**src/rtl/alu_share_arbiter_pkg.sv**
```systemverilog
// Shared types for the ALU sharing arbiter: data word, ALU opcode and a bundled request.
package alu_share_arbiter_pkg;

    typedef logic [31:0] word_t;

    typedef enum logic [3:0] {
        AluAdd  = 4'd0,
        AluSub  = 4'd1,
        AluAnd  = 4'd2,
        AluOr   = 4'd3,
        AluXor  = 4'd4,
        AluSll  = 4'd5,
        AluSrl  = 4'd6,
        AluSra  = 4'd7,
        AluSlt  = 4'd8,
        AluSltu = 4'd9
    } alu_op_t;

    typedef struct packed {
        alu_op_t op;
        word_t   a;
        word_t   b;
    } alu_req_t;

endpackage

```
**src/rtl/alu_share_arbiter_rr.sv**
```systemverilog
// Combinational round-robin arbiter: grants the first request at or after ptr, wrapping.
module rr_arbiter #(
    parameter  int unsigned N    = 2,
    localparam int unsigned PtrW = (N > 1) ? $clog2(N) : 1
) (
    input  logic [N-1:0]    req,
    input  logic [PtrW-1:0] ptr,
    output logic [N-1:0]    grant
);

    logic        found;
    int unsigned idx;

    always_comb begin
        grant = '0;
        found = 1'b0;
        idx   = 0;
        for (int unsigned k = 0; k < N; k++) begin
            idx = (32'(ptr) + k) % N;
            if (!found && req[idx]) begin
                grant[idx] = 1'b1;
                found      = 1'b1;
            end
        end
    end

endmodule

```
**src/rtl/alu_share_arbiter.sv**
```systemverilog
// Shares one external combinational ALU between NUM_REQ requesters with round-robin
// arbitration and a one-entry registered response buffer.
module alu_share_arbiter
    import alu_share_arbiter_pkg::*;
#(
    parameter  int unsigned NUM_REQ = 2,
    localparam int unsigned ID_W    = $clog2(NUM_REQ)
) (
    input  logic               clk,
    input  logic               rst_n,
    input  logic [NUM_REQ-1:0] req_valid,
    output logic [NUM_REQ-1:0] req_ready,
    input  alu_op_t            req_alu_op [NUM_REQ],
    input  word_t              req_in_a   [NUM_REQ],
    input  word_t              req_in_b   [NUM_REQ],
    output logic [NUM_REQ-1:0] rsp_valid,
    input  logic [NUM_REQ-1:0] rsp_ready,
    output word_t              rsp_result,
    output logic               rsp_zero,
    output alu_op_t            alu_op,
    output word_t              in_a,
    output word_t              in_b,
    input  word_t              result,
    input  logic               zero
);

    logic [NUM_REQ-1:0] grant;
    logic [ID_W-1:0]    gnt_idx;
    logic               any_grant;
    logic               pop;
    logic               can_accept;
    logic               accept;
    alu_req_t           sel_req;

    logic               buf_full_q;
    logic [ID_W-1:0]    owner_q;
    logic [ID_W-1:0]    rr_ptr_q;
    word_t              result_q;
    logic               zero_q;

    rr_arbiter #(
        .N (NUM_REQ)
    ) u_rr_arbiter (
        .req   (req_valid),
        .ptr   (rr_ptr_q),
        .grant (grant)
    );

    always_comb begin
        gnt_idx = '0;
        for (int unsigned i = 0; i < NUM_REQ; i++) begin
            if (grant[i]) gnt_idx = ID_W'(i);
        end
    end

    assign any_grant  = |grant;
    // The buffer can reload in the same cycle its owner drains it.
    assign pop        = buf_full_q & rsp_ready[owner_q];
    assign can_accept = !buf_full_q | pop;
    assign accept     = any_grant & can_accept;
    assign req_ready  = grant & {NUM_REQ{can_accept}};

    always_comb begin
        sel_req = '0;
        if (any_grant) begin
            sel_req.op = req_alu_op[gnt_idx];
            sel_req.a  = req_in_a[gnt_idx];
            sel_req.b  = req_in_b[gnt_idx];
        end
    end

    assign alu_op = sel_req.op;
    assign in_a   = sel_req.a;
    assign in_b   = sel_req.b;

    always_comb begin
        rsp_valid = '0;
        if (buf_full_q) rsp_valid[owner_q] = 1'b1;
    end

    assign rsp_result = result_q;
    assign rsp_zero   = zero_q;

    always_ff @(posedge clk or negedge rst_n) begin
        if (!rst_n) begin
            buf_full_q <= 1'b0;
            owner_q    <= '0;
            rr_ptr_q   <= '0;
            result_q   <= '0;
            zero_q     <= 1'b0;
        end else if (accept) begin
            buf_full_q <= 1'b1;
            owner_q    <= gnt_idx;
            rr_ptr_q   <= (gnt_idx == ID_W'(NUM_REQ - 1)) ? '0 : gnt_idx + ID_W'(1);
            result_q   <= result;
            zero_q     <= zero;
        end else if (pop) begin
            buf_full_q <= 1'b0;
        end
    end

endmodule

```
**config.mk**
```make
export PLATFORM = sky130hd
export DESIGN_NAME = alu_share_arbiter
export DESIGN_NICKNAME = d
export VERILOG_FILES = /design/src/rtl/alu_share_arbiter_pkg.sv /design/src/rtl/alu_share_arbiter_rr.sv /design/src/rtl/alu_share_arbiter.sv
export SDC_FILE = /design/constraint.sdc
export NUM_CORES = 1
export LEC_CHECK = 0
export ABC_AREA = 1
export BUFFER_PORTS_ARGS = -buffer_cell sky130_fd_sc_hd__buf_2
export CELL_PAD_IN_SITES_DETAIL_PLACEMENT = 1
export CELL_PAD_IN_SITES_GLOBAL_PLACEMENT = 1
export CORE_UTILIZATION = 21
export CTS_CLUSTER_DIAMETER = 60
export DETAILED_ROUTE_END_ITERATION = 16
export GPL_TIMING_DRIVEN = 0
export PLACE_DENSITY = 0.86
export SYNTH_ARGS = -nofsm -noshare
export SYNTH_HDL_FRONTEND = slang
export SYNTH_SLANG_ARGS = --single-unit
```
**constraint.sdc**
```tcl
create_clock -name clk -period 3 [get_ports clk]
set_clock_uncertainty 0.1 [all_clocks]
set_input_delay 0.15 -clock clk [delete_from_list [all_inputs] [get_ports clk]]
set_output_delay 0.15 -clock clk [all_outputs]
set_load 0.02 [all_outputs]
```
# Word-level counts from Yosys, hierarchy flattened
# Cells that the tools add are included.
# op_classes
add_sub_neg	2
bitwise	6
order_cmp	7
muxes	30
n_reduce_logical	8
# op_table
cell	n
32-bit two-way mux	6
68-bit two-way mux	1
1-bit two-way mux	14
4-bit two-way mux	3
1-bit by 2-bit < comparator with 1-bit output, second input constant	3
2-bit two-way mux	3
1-bit logical AND	4
1-bit demux with 1-bit select	3
1-bit greater-or-equal comparator, second input constant	3
1-bit adder, second input constant	2
1-bit AND	2
2-bit AND	1
2-bit greater-or-equal comparator, second input constant	1
1-bit zero test	2
1-bit NOT with 2-bit output	1
2-bit bitwise OR	1
2-bit nonzero test	1
2-bit OR reduction	1
1-bit bitwise OR	1
# word_totals
elab_cells	58
output_inout_bits	105
register_bits	36
in_bits	175

# Logic depth before layout (Yosys ltp)
# Gate-level depths: netlist of the first run.
# logic_depth
depth_word	13
ltp_mapped	8
ltp_nobuf	5

# By module
# A second synthesis of the first run with hierarchy kept.
# unflattened
cells_unflattened	435
area_unflattened_um2	2633.8
# by_module_without_submodules
module	seq_area_each_um2	area_each_um2	n_inst	cells_each
alu_share_arbiter	900.9	2606.2	1	431
rr_arbiter	0.0	27.5	1	4

# Worst setup path after synthesis of the first run
# Ideal clock, no wire load.
# synth_path
path_type	register to output
start	reg rr_ptr_q
end	out in_a[10]
path_buffers	2
t_arrival_ns	1.188
required_ns	2.750
path_stages_with_launch	7
setup_slack_ns	1.562
path_cell_list	dfrtp_1 o21ai_4 inv_2 buf_2 buf_2 nand2_1 nand2_1
# synth_via
elab_chain_len	13
word_cells_on_any_way	28
# synth_rtl
item	line_no	rtl
from (decl)	alu_share_arbiter.sv:37	logic [ID_W-1:0] rr_ptr_q;
from (signal assigned)	alu_share_arbiter.sv:94	rr_ptr_q <= (gnt_idx == ID_W'(NUM_REQ - 1)) ? '0 : gnt_idx + ID_W'(1);
1-bit adder, or another cell as far along	alu_share_arbiter_rr.sv:19	idx = (32'(ptr) + k) % N;
1-bit by 2-bit < comparator with 1-bit output (implied by the code), or another cell as far along	alu_share_arbiter_rr.sv:21	grant[idx] = 1'b1;
1-bit logical AND (implied by the code) / 1-bit two-way mux (equally long branches)	alu_share_arbiter_rr.sv:21	
1-bit two-way mux (implied by the code) / 1-bit demux with 1-bit select (equally long branches)	--	
1-bit demux with 1-bit select / 2-bit two-way mux (equally long branches)	--	
2-bit bitwise OR (no source line)	--	
2-bit two-way mux (*)	alu_share_arbiter_rr.sv:20	if (!found && req[idx]) begin
1-bit two-way mux	alu_share_arbiter.sv:52	if (grant[i]) gnt_idx = ID_W'(i);
1-bit NOT with 2-bit output (implied by the code)	alu_share_arbiter.sv:67	sel_req.a = req_in_a[gnt_idx];
32-bit two-way mux (implied by the code) (3 in a row)	alu_share_arbiter.sv:67	
68-bit two-way mux (*)	alu_share_arbiter.sv:65	if (any_grant) begin
to (decl)	alu_share_arbiter.sv:21	output word_t in_a,
# Every way passes the cells marked *; elsewhere a longest branch is shown, timed or not. The select of a mux whose other input is x is not followed.

# Final worst setup path of the first run
# layout_path
start	reg rr_ptr_q
end	out in_b[30]
# layout_via
elab_chain_len	13
word_cells_on_any_way	28
# layout_rtl
item	line_no	rtl
1-bit adder, or another cell as far along	alu_share_arbiter_rr.sv:19	
1-bit by 2-bit < comparator with 1-bit output (implied by the code), or another cell as far along	alu_share_arbiter_rr.sv:21	
1-bit logical AND (implied by the code) / 1-bit two-way mux (equally long branches)	alu_share_arbiter_rr.sv:21	
1-bit two-way mux (implied by the code) / 1-bit demux with 1-bit select (equally long branches)	--	
1-bit demux with 1-bit select / 2-bit two-way mux (equally long branches)	--	
2-bit bitwise OR (no source line)	--	
2-bit two-way mux (*)	alu_share_arbiter_rr.sv:20	
1-bit two-way mux	alu_share_arbiter.sv:52	
1-bit NOT with 2-bit output (implied by the code)	alu_share_arbiter.sv:68	sel_req.b = req_in_b[gnt_idx];
32-bit two-way mux (implied by the code) (3 in a row)	alu_share_arbiter.sv:68	
68-bit two-way mux (*)	alu_share_arbiter.sv:65	
to (decl)	alu_share_arbiter.sv:22	output word_t in_b,
# Marked as above.

==> run summary, run 1 <==
status: complete, no violations
VDD IR max: 0.413 mV
die area: 12,000 um2
post-synthesis adder-cell area fraction: 0%
area of the mapped netlist: 2420 um2
# DRC: 0
Worst Path Arrival: 1870 ps
Synth Area in XOR/XNOR: 0%
CTS tree: built
Post-DP HPWL: 10,000 um
Port Buffer Count: 278
Clock Tree Root: clkbuf_16
worst slew pin tran: 828 ps
Synth Net Count: 572
Reg2Reg Depth: 6
Gate power share: 57.0%
final hold violations: 0
post-synthesis sequential area ratio: 37.2%
cell count after synthesis: 397
placed cell area: 3990 um2
FILL cells: 1,542
Final ANT Viol Nets: 0
fraction of layout cells with a size suffix above 1: 43.6%
drt pass-1 iters: 4
First DRT Iteration DRCs: 170
CP startpoint kind: flip-flop
clock share of power: 15.6%
Max Cap Viol: 0
Setup Crit Path Kind: flip-flop to output port
Longest Clk Path Bufs: 2
Die Ht: 109 um
initial core utilization: 22.0%
Slew HR: 44.8%
Req. time, crit path: 2750 ps
pwr dens: 769 nW/um2
Yosys reg bits: 36
setup TNS: 0 ps
Hold WC Path Type: primary input to flip-flop
Psw: 1.60 mW
final slew viol count: 0
IO Pins: 280
NumNets Final: 862
aggregate routed wire length: 12,300 um
R2R Path Start: owner_q
via count: 3,835
Overall Global Routing Usage: 19.8%
vias per cell: 4.63
Clock transition at path regs: 50 ps
vias in the first global route: 3,825
sw frac: 49.6%
Finished Layout Cells: 828
Highest Clock Rate: 471 MHz
Critical Path End Type: output port
largest net degree at the start of global routing: 37
Worst-Skew Late Latency: 280 ps
R2R Setup Slk: 1240 ps
reg2reg end: rsp_result[6]
final setup fails: 0
Setup crit start: rr_ptr_q
Synth Area in Compound Gates: 0.671%
mux contribution to synthesized area: 0%
cell row count: 38
Diodes inserted: 0
CTS Buf Count: 5
GPL Wtd Cong: 0.779
core area: 11,000 um2
global route overflow: 0
syn_area_per_cell: 6.10 um2
Internal Power: 1.62 mW
Flop pwr share: 27.4%
yosys warns: 0
crit path time final: 2120 ps
CTS Sinks: 36
Max FO, Critical Path: 10
Max H-tree Level: 2
drt wl/cell: 14.9 um
Pleak: 2.71 nW
Post-CTS Setup Inserts: 0
RSZ-0062 raised after global routing: false
global-route wire length before repair: 18,400 um
area grow syn2layout: 72.5%
Synth Area in Simple Gates: 55.1%
Distinct cells, synth: 12
Post-Layout Inst Area: 4180 um2
Die X: 109 um
period utilisation layout: 70.8%
dpl cells: 815
combinational family with the most area after synthesis: simple AND/OR/NAND/NOR gates
end point of the critical path: in_b[30]
initial antenna violation count: 0
synthesized netlist by cell type, drive strengths merged:
cell | count | area, um2
buf | 14 | 70.1
clkbuf | 17 | 63.8
dfrtp | 36 | 901
inv | 10 | 37.5
nand2 | 212 | 796
nand3 | 106 | 536
nor2 | 1 | 3.75
o21ai | 1 | 16.3
stage by stage:
step | util (%) | hold WS, ps | setup slack (ps) | power, mW
finish | 37.9 | 1.42 | 876 | 3.22
global route | 37.9 | 8.26 | 722 | 3.46
CTS | 37.9 | 0.678 | 760 | 3.24
detailed placement | 36.2 | 194 | 1020 | 2.71
global placement | 36.2 | 167 | 1060 | 2.63
floorplan | - | -246 | 1560 | 1.95
critical path, stage by stage, from the launching register on:
cell and delay, ps:
dfrtp_1 410, o21ai_4 320, clkbuf_1 410, nand3_1 140, nand2_1 130, buf_2 180
final cells by class:
| type | count | area, um2 | area share, % |
|---|---|---|---|
| tap | 140 | 175 | 4.19 |
| inverter | 10 | 37.5 | 0.898 |
| clock buffer | 7 | 133 | 3.17 |
| sequential | 36 | 901 | 21.5 |
| buffer | 31 | 134 | 3.20 |
| timing repair buffer | 283 | 1440 | 34.5 |
| multi-input combinational | 320 | 1350 | 32.3 |
| clock inverter | 1 | 8.76 | 0.209 |
power by group through the flow:
stage	Sequential, mW	Clock (mW)	Combinational [mW]
floorplan	1.15	0	0.801
global placement	0.860	0	1.77
detailed placement	0.880	0	1.83
CTS	0.878	0.511	1.85
global route	0.908	0.534	2.01
finish	0.880	0.502	1.83
how the worst min path moves through the flow:
stage / startpoint / slack, ps / to / cells after the start
6_report: result[26] / 1 / rsp_result[26] / 3
5_1_grt: result[27] / 8 / rsp_result[27] / 3
4_1_cts: result[26] / 0.7 / rsp_result[26] / 3
3_5_place_dp: rst_n / 190 / rsp_zero / 1
3_3_place_gp: rst_n / 170 / rsp_zero / 1
2_1_floorplan: rst_n / -250 / buf_full_q / 0
flip-flops by register name (all words and copies together) (netlist names):
name and count:
buf_full_q 1, rsp_result 32, rr_ptr_q 1, rsp_zero 1
owner_q 1
cell usage in the layout, fill, tap and decap left out, drive strengths merged:
| cell type | instances |
|---|---|
| clkbuf | 24 |
| dfrtp | 36 |
| buf | 292 |
| nand3 | 106 |
| dlygate4sd3 | 5 |
| nand2 | 212 |
| o21ai | 1 |
| inv | 10 |
| clkinv | 1 |
| nor2 | 1 |
metal layers:
| layer | GRT usage [%] | routed length, um |
|---|---|---|
| met4 | 6.67 | 252 |
| met3 | 2.55 | 664 |
| met1 | 21.5 | 4700 |
| met5 | 0 | 0 |
| met2 | 38.8 | 6710 |
cell families (layout without fill, tap and decap cells):
group,count (synthesis),count (layout)
AND/OR/NAND/NOR,319,319
AO/OA/AOI/OAI,1,1
buffers and inverters,41,332
flip-flops,36,36
timing repair:
item / CTS / global route
endpoints found under the hold margin: 40 / 0
hold buffers: 5 / 0
gates resized for setup: 0 / 0
(Power assumes the default switching activity.)
==> run 2, diff against run 1 <==
- CORE_UTILIZATION: 21 -> 18
- PLACE_DENSITY: 0.86 -> 0.78
- clock period: 3 -> 1.9 ns (I/O delays scaled with it)
==> run 2 against run 1 <==
  * Via count about the same
  * Worst hold slack better by 220 ps
  * Sequential share of layout area down 1.9 points
==> run summary, run 2 (synthesis results as in run 1) <==
area grow syn2layout: 89.2% (was 72.5%)
GPL Wtd Cong: 0.831 (was 0.779)
Port Buffer Count: 278 (unchanged)
Clock Tree Root: clkbuf_16 (unchanged)
Overall Global Routing Usage: 17.8% (was 19.8%)
Worst-Skew Late Latency: 270 ps (was 280 ps)
Setup Crit Path Kind: flip-flop to output port (unchanged)
Power Total: 5.13 mW (was 3.22 mW)
CTS tree: built (unchanged)
drt wl/cell: 14.3 um (was 14.9 um)
final slew viol count: 0 (unchanged)
Critical Path End Type: output port (unchanged)
Clock transition at path regs: 60 ps (was 50 ps)
Flop pwr share: 26.8% (was 27.4%)
Highest Clock Rate: 567 MHz
Longest Clk Path Bufs: 2 (unchanged)
fraction of layout cells with a size suffix above 1: 43.6% (about the same)
max reg flops: 32 (unchanged)
cell row count: 42 (was 38)
Req. time, crit path: 1700 ps (was 2750 ps)
crit path time final: 1760 ps
Die X: 118 um (was 109 um)
sequential cell area: 901 um2 (unchanged)
status: complete, no violations (unchanged)
CTS Sinks: 36 (unchanged)
largest net degree at the start of global routing: 37 (unchanged)
Final ANT Viol Nets: 0 (unchanged)
pwr dens: 1120 nW/um2 (was 769 nW/um2)
commonest non-fill, non-tap cell in the layout: buf_2 (unchanged)
FILL cells: 1,759 (was 1,542)
RSZ-0062 raised after global routing: false (unchanged)
Worst Path Arrival: 1570 ps (was 1870 ps)
global route overflow: 0 (unchanged)
final hold violations: 0 (unchanged)
Slew HR: 44.7% (was 44.8%)
CTS Buf Count: 5 (unchanged)
VDD IR max: 0.405 mV (was 0.413 mV)
initial core utilization: 18.4% (was 22.0%)
NumNets Final: 890 (was 862)
Multi-input gate area: 1360 um2 (was 1350 um2)
worst slew pin tran: 829 ps (was 828 ps)
IO Pins: 280 (unchanged)
via count: 3,833 (was 3,835)
Max FO, Critical Path: 19 (was 10)
drt pass-1 iters: 4 (unchanged)
vias in the first global route: 3,889 (was 3,825)
# DRC: 0 (unchanged)
CP startpoint kind: flip-flop (unchanged)
Gate power share: 57.6% (was 57.0%)
vias per cell: 4.29 (was 4.63)
sw frac: 48.6% (was 49.6%)
Hold WC Path Type: primary input to flip-flop (unchanged)
setup TNS: 0 ps (unchanged)
Internal Power: 2.63 mW (was 1.62 mW)
Die Ht: 118 um (was 109 um)
global-route wire length before repair: 19,800 um (was 18,400 um)
die area: 13,900 um2 (was 12,000 um2)
final setup fails: 0 (unchanged)
Max Cap Viol: 0 (unchanged)
clock share of power: 15.5% (was 15.6%)
Post-DP HPWL: 9990 um (was 10,000 um)
most frequent cells in the layout: 289 x buf_2, 212 x nand2_1, 104 x nand3_1 (was 289 x buf_2, 212 x nand2_1, 105 x nand3_1)
First DRT Iteration DRCs: 144 (was 170)
Psw: 2.50 mW (was 1.60 mW)
initial antenna violation count: 3 (was 0)
Pleak: 2.88 nW (was 2.71 nW)
period utilisation layout: 92.8%
Max H-tree Level: 2 (unchanged)
core area: 13,200 um2 (was 11,000 um2)
aggregate routed wire length: 12,800 um (was 12,300 um)
[run 2: cell types whose count changed in the layout (fill, tap and decap cells not counted), sizes merged]
cell / before / now
dlygate4sd3: 5 / 34
clkbuf: 24 / 18
diode: 0 / 2
clkinv: 1 / 3
buf: 292 / 295
[run 2: critical path: stages, from the launching register on]
cell	delay (ps)
dfrtp_1	410
o21ai_4	170
buf_12	140
buf_8	160
nand3_1	130
nand2_1	120
buf_2	170
[run 2: final timing paths]
check / startpoint / endpoint / slack (ps) / cells past startpoint
min in group asynchronous: rst_n / rsp_result[30] / 380 / 2
worst max-delay path: rr_ptr_q / alu_op[0] / 140 / 6
worst min register to register: rsp_result[10] / rsp_result[10] / 370 / 2
worst max register to register: owner_q / rsp_result[11] / 340 / 6
worst min-delay path: rsp_ready[0] / rsp_result[17] / 220 / 5
max in group asynchronous: rst_n / rr_ptr_q / 800 / 2
[run 2: cell type report]
| class | count | share of cell area (%) |
|---|---|---|
| diodes | 2 | 0.109 |
| clock inverters | 3 | 0.409 |
| well taps | 176 | 4.80 |
| multi-input cells | 320 | 29.6 |
| flip-flops and latches | 36 | 19.7 |
| inverters | 10 | 0.873 |
| clock buffers | 5 | 2.73 |
| repair buffers | 313 | 38.2 |
| plain buffers | 29 | 3.63 |
[run 2: power groups by stage]
| stage | registers (mW) | clock network [mW] | logic (mW) |
|---|---|---|---|
| 3_3_place_gp | 1.36 | 0 | 2.83 |
| 2_1_floorplan | 1.82 | 0 | 1.26 |
| 4_1_cts | 1.37 | 0.827 | 2.92 |
| 5_1_grt | 1.43 | 0.864 | 3.23 |
| 3_5_place_dp | 1.37 | 0 | 2.86 |
| 6_report | 1.38 | 0.798 | 2.96 |
[run 2: metal layers]
layer,track usage [%],share of wire [%],vias up
met5,0,0,-
met4,5.13,1.8,0
met3,3.15,5.8,15
met2,33.4,51,161
met1,20.4,41,1758
li1,-,-,1899
[run 2: per-stage QoR]
step	util (%)	std cells	hold slack (ps)	worst slack [ps]	cell area, um2
after detailed placement	30.6	851	136	142	4040
after global placement	30.6	851	142	140	4040
after floorplan	-	397	-301	517	2420
after CTS	34.2	891	276	10.2	4520
after global routing	34.8	894	256	38.4	4580
final	34.8	894	218	137	4580
[run 2: repair_timing]
item,in CTS,in global routing
cloned,0,0
buffers inserted,0,1
hold buffers,34,0
resized for setup,4,34
pin swaps,1,1
endpoints found under the hold margin,69,0
setup endpoints to repair,49,58
==> run 3, diff against run 2 <==
==> constraint.sdc (replaced) <==
create_clock -name clk -period 1.9 [get_ports clk]
set_clock_uncertainty 0.1 [all_clocks]
set_input_delay 0.19 -clock clk [delete_from_list [all_inputs] [get_ports clk]]
set_output_delay 0.19 -clock clk [all_outputs]
set_load 0.02 [all_outputs]
==> run 3 against run 2 <==
  * Critical endpoint is now in_a[6]
  * Via count shrank 3.6%
  * Sequential share of layout area grew 0.22 points
  * Highest routed layer unchanged
  * Non-clock buffer count shrank 24
  * Worst setup slack lost 120 ps
==> run summary, run 3 (synthesis results as in run 1) <==
status: complete, no violations (unchanged)
cell row count: 42 (unchanged)
post-placement worst setup slack: 12.6 ps (was 142 ps)
final setup fails: 0 (unchanged)
IO Pins: 280 (unchanged)
Max Cap Viol: 0 (unchanged)
core area: 13,200 um2 (unchanged)
CTS tree: built (unchanged)
drt pass-1 iters: 6 (was 4)
Post-DP HPWL: 9990 um (unchanged)
final slew viol count: 0 (unchanged)
crit path time final: 1880 ps (was 1760 ps)
period utilisation layout: 99.0% (was 92.8%)
dpl cells: 851 (unchanged)
drt wl/cell: 14.2 um (was 14.3 um)
NumNets Final: 866 (was 890)
global route overflow: 0 (unchanged)
Crit path max-delay family: buffers and inverters (unchanged)
Pleak: 2.84 nW (was 2.88 nW)
area grow syn2layout: 87.0% (was 89.2%)
Die X: 118 um (unchanged)
slowest stage delay, CP: 400 ps (was 410 ps)
Slew HR: 45.2% (was 44.7%)
commonest non-fill, non-tap cell in the layout: buf_2 (unchanged)
Setup Crit Path Kind: flip-flop to output port (unchanged)
Clock Tree Root: clkbuf_16 (unchanged)
Critical Path End Type: output port (unchanged)
Clock transition at path regs: 60 ps (about the same)
die area: 13,900 um2 (unchanged)
setup ws final: 19.0 ps (was 137 ps)
final hold violations: 0 (unchanged)
GPL Wtd Cong: 0.831 (unchanged)
Highest Clock Rate: 532 MHz (was 567 MHz)
via count: 3,696 (was 3,833)
Worst-Skew Late Latency: 280 ps (was 270 ps)
most frequent CP cell: nand2_1
Worst Path Arrival: 1590 ps (was 1570 ps)
CP cell instances: o21ai_4 -> buf_12 -> inv_4 -> buf_8 -> clkbuf_16 -> nand2_1 -> nand2_1 -> buf_6 (was o21ai_4 -> buf_12 -> buf_8 -> nand3_1 -> nand2_1 -> buf_2)
CTS Sinks: 36 (unchanged)
Max FO, Critical Path: 7 (was 19)
Max H-tree Level: 2 (unchanged)
CP Buf/Inv Count: 5 (was 3)
RSZ-0062 raised after global routing: true (was false)
FILL cells: 1,762 (was 1,759)
initial core utilization: 18.4% (unchanged)
Final ANT Viol Nets: 0 (unchanged)
sequential cell area: 901 um2 (unchanged)
Multi-input gate area: 1390 um2 (was 1360 um2)
Power Total: 5.26 mW (was 5.13 mW)
initial antenna violation count: 3 (unchanged)
CTS Buf Count: 5 (unchanged)
fraction of layout cells with a size suffix above 1: 48.3% (was 43.6%)
Port Buffer Count: 278 (unchanged)
Overall Global Routing Usage: 17.0% (was 17.8%)
Die Ht: 118 um (unchanged)
vias in the first global route: 3,691 (was 3,889)
CP startpoint kind: flip-flop (unchanged)
max reg flops: 32 (unchanged)
Longest Clk Path Bufs: 2 (unchanged)
# DRC: 0 (unchanged)
global-route wire length before repair: 18,800 um (was 19,800 um)
largest net degree at the start of global routing: 37 (unchanged)
most frequent cells in the layout: 269 x buf_2, 199 x nand2_1, 104 x nand3_1 (was 289 x buf_2, 212 x nand2_1, 104 x nand3_1)
Req. time, crit path: 1610 ps (was 1700 ps)
setup TNS: 0 ps (unchanged)
vias per cell: 4.25 (was 4.29)
First DRT Iteration DRCs: 143 (was 144)
Max stage delay cell, worst path: dfrtp_1 (unchanged)
Finished Layout Cells: 870 (was 894)
Hold WC Path Type: primary input to flip-flop (unchanged)
VDD IR max: 0.365 mV (was 0.405 mV)
aggregate routed wire length: 12,300 um (was 12,800 um)
pwr dens: 1160 nW/um2 (was 1120 nW/um2)
worst slew pin tran: 822 ps (was 829 ps)
-- run 3: per-layer routing --
layer / vias to the layer above / share of wire [%] / global-route usage, %
li1: 1850 / - / -
met1: 1685 / 42 / 20.5
met5: - / 0 / 0
met2: 153 / 51 / 30.9
met3: 8 / 5.8 / 3.15
met4: 0 / 1.2 / 4.17
-- run 3: timing repair --
| item | in CTS | in global routing |
|---|---|---|
| setup buffers | 7 | 1 |
| endpoints found under the hold margin | 36 | 0 |
| gates cloned | 0 | 1 |
| pin swaps | 1 | 12 |
| gates resized for setup | 38 | 53 |
| endpoints found under the setup margin | 69 | 70 |
| hold buffers | 1 | 0 |
-- run 3: final timing paths --
kind / start / end / slack (ps) / depth (start not counted)
max reg2reg: owner_q / rsp_result[30] / 360 / 6
max in group asynchronous: rst_n / rsp_result[26] / 720 / 2
min reg2reg: rsp_result[23] / rsp_result[23] / 360 / 2
min: result[5] / rsp_result[5] / 40 / 3
max: rr_ptr_q / in_a[6] / 20 / 8
min in group asynchronous: rst_n / rsp_result[4] / 470 / 2
-- run 3: report_power, final --
part / internal, mW / switching [mW]
Clock: 0.483 / 0.312
Combinational: 1.13 / 1.97
Sequential: 1.15 / 0.212
Total: 2.76 / 2.50
-- run 3: worst reg2reg max path: cells and delay by family (launching register included) --
family / cells / cell delay (ps)
buf+inv: 2 / 470
flops: 1 / 430
simple gates: 4 / 470
-- run 3: stage by stage --
| stage | area, um2 | utilization, % | hold slack [ps] |
|---|---|---|---|
| final | 4530 | 34.4 | 38.9 |
| after global placement | 4040 | 30.6 | 237 |
| after detailed placement | 4040 | 30.6 | 231 |
| after CTS | 4350 | 33.0 | 39.6 |
| after floorplan | 2420 | - | -206 |
| after global routing | 4530 | 34.4 | 50.2 |
-- run 3: final cells by class --
cell class / count / area share, %
diodes: 2 / 0.110
plain buffers: 30 / 4.14
clock buffers: 5 / 2.76
clock inverters: 3 / 0.414
inverters: 10 / 0.883
multi-input cells: 320 / 30.6
flip-flops and latches: 36 / 19.9
well taps: 176 / 4.86
repair buffers: 288 / 36.3
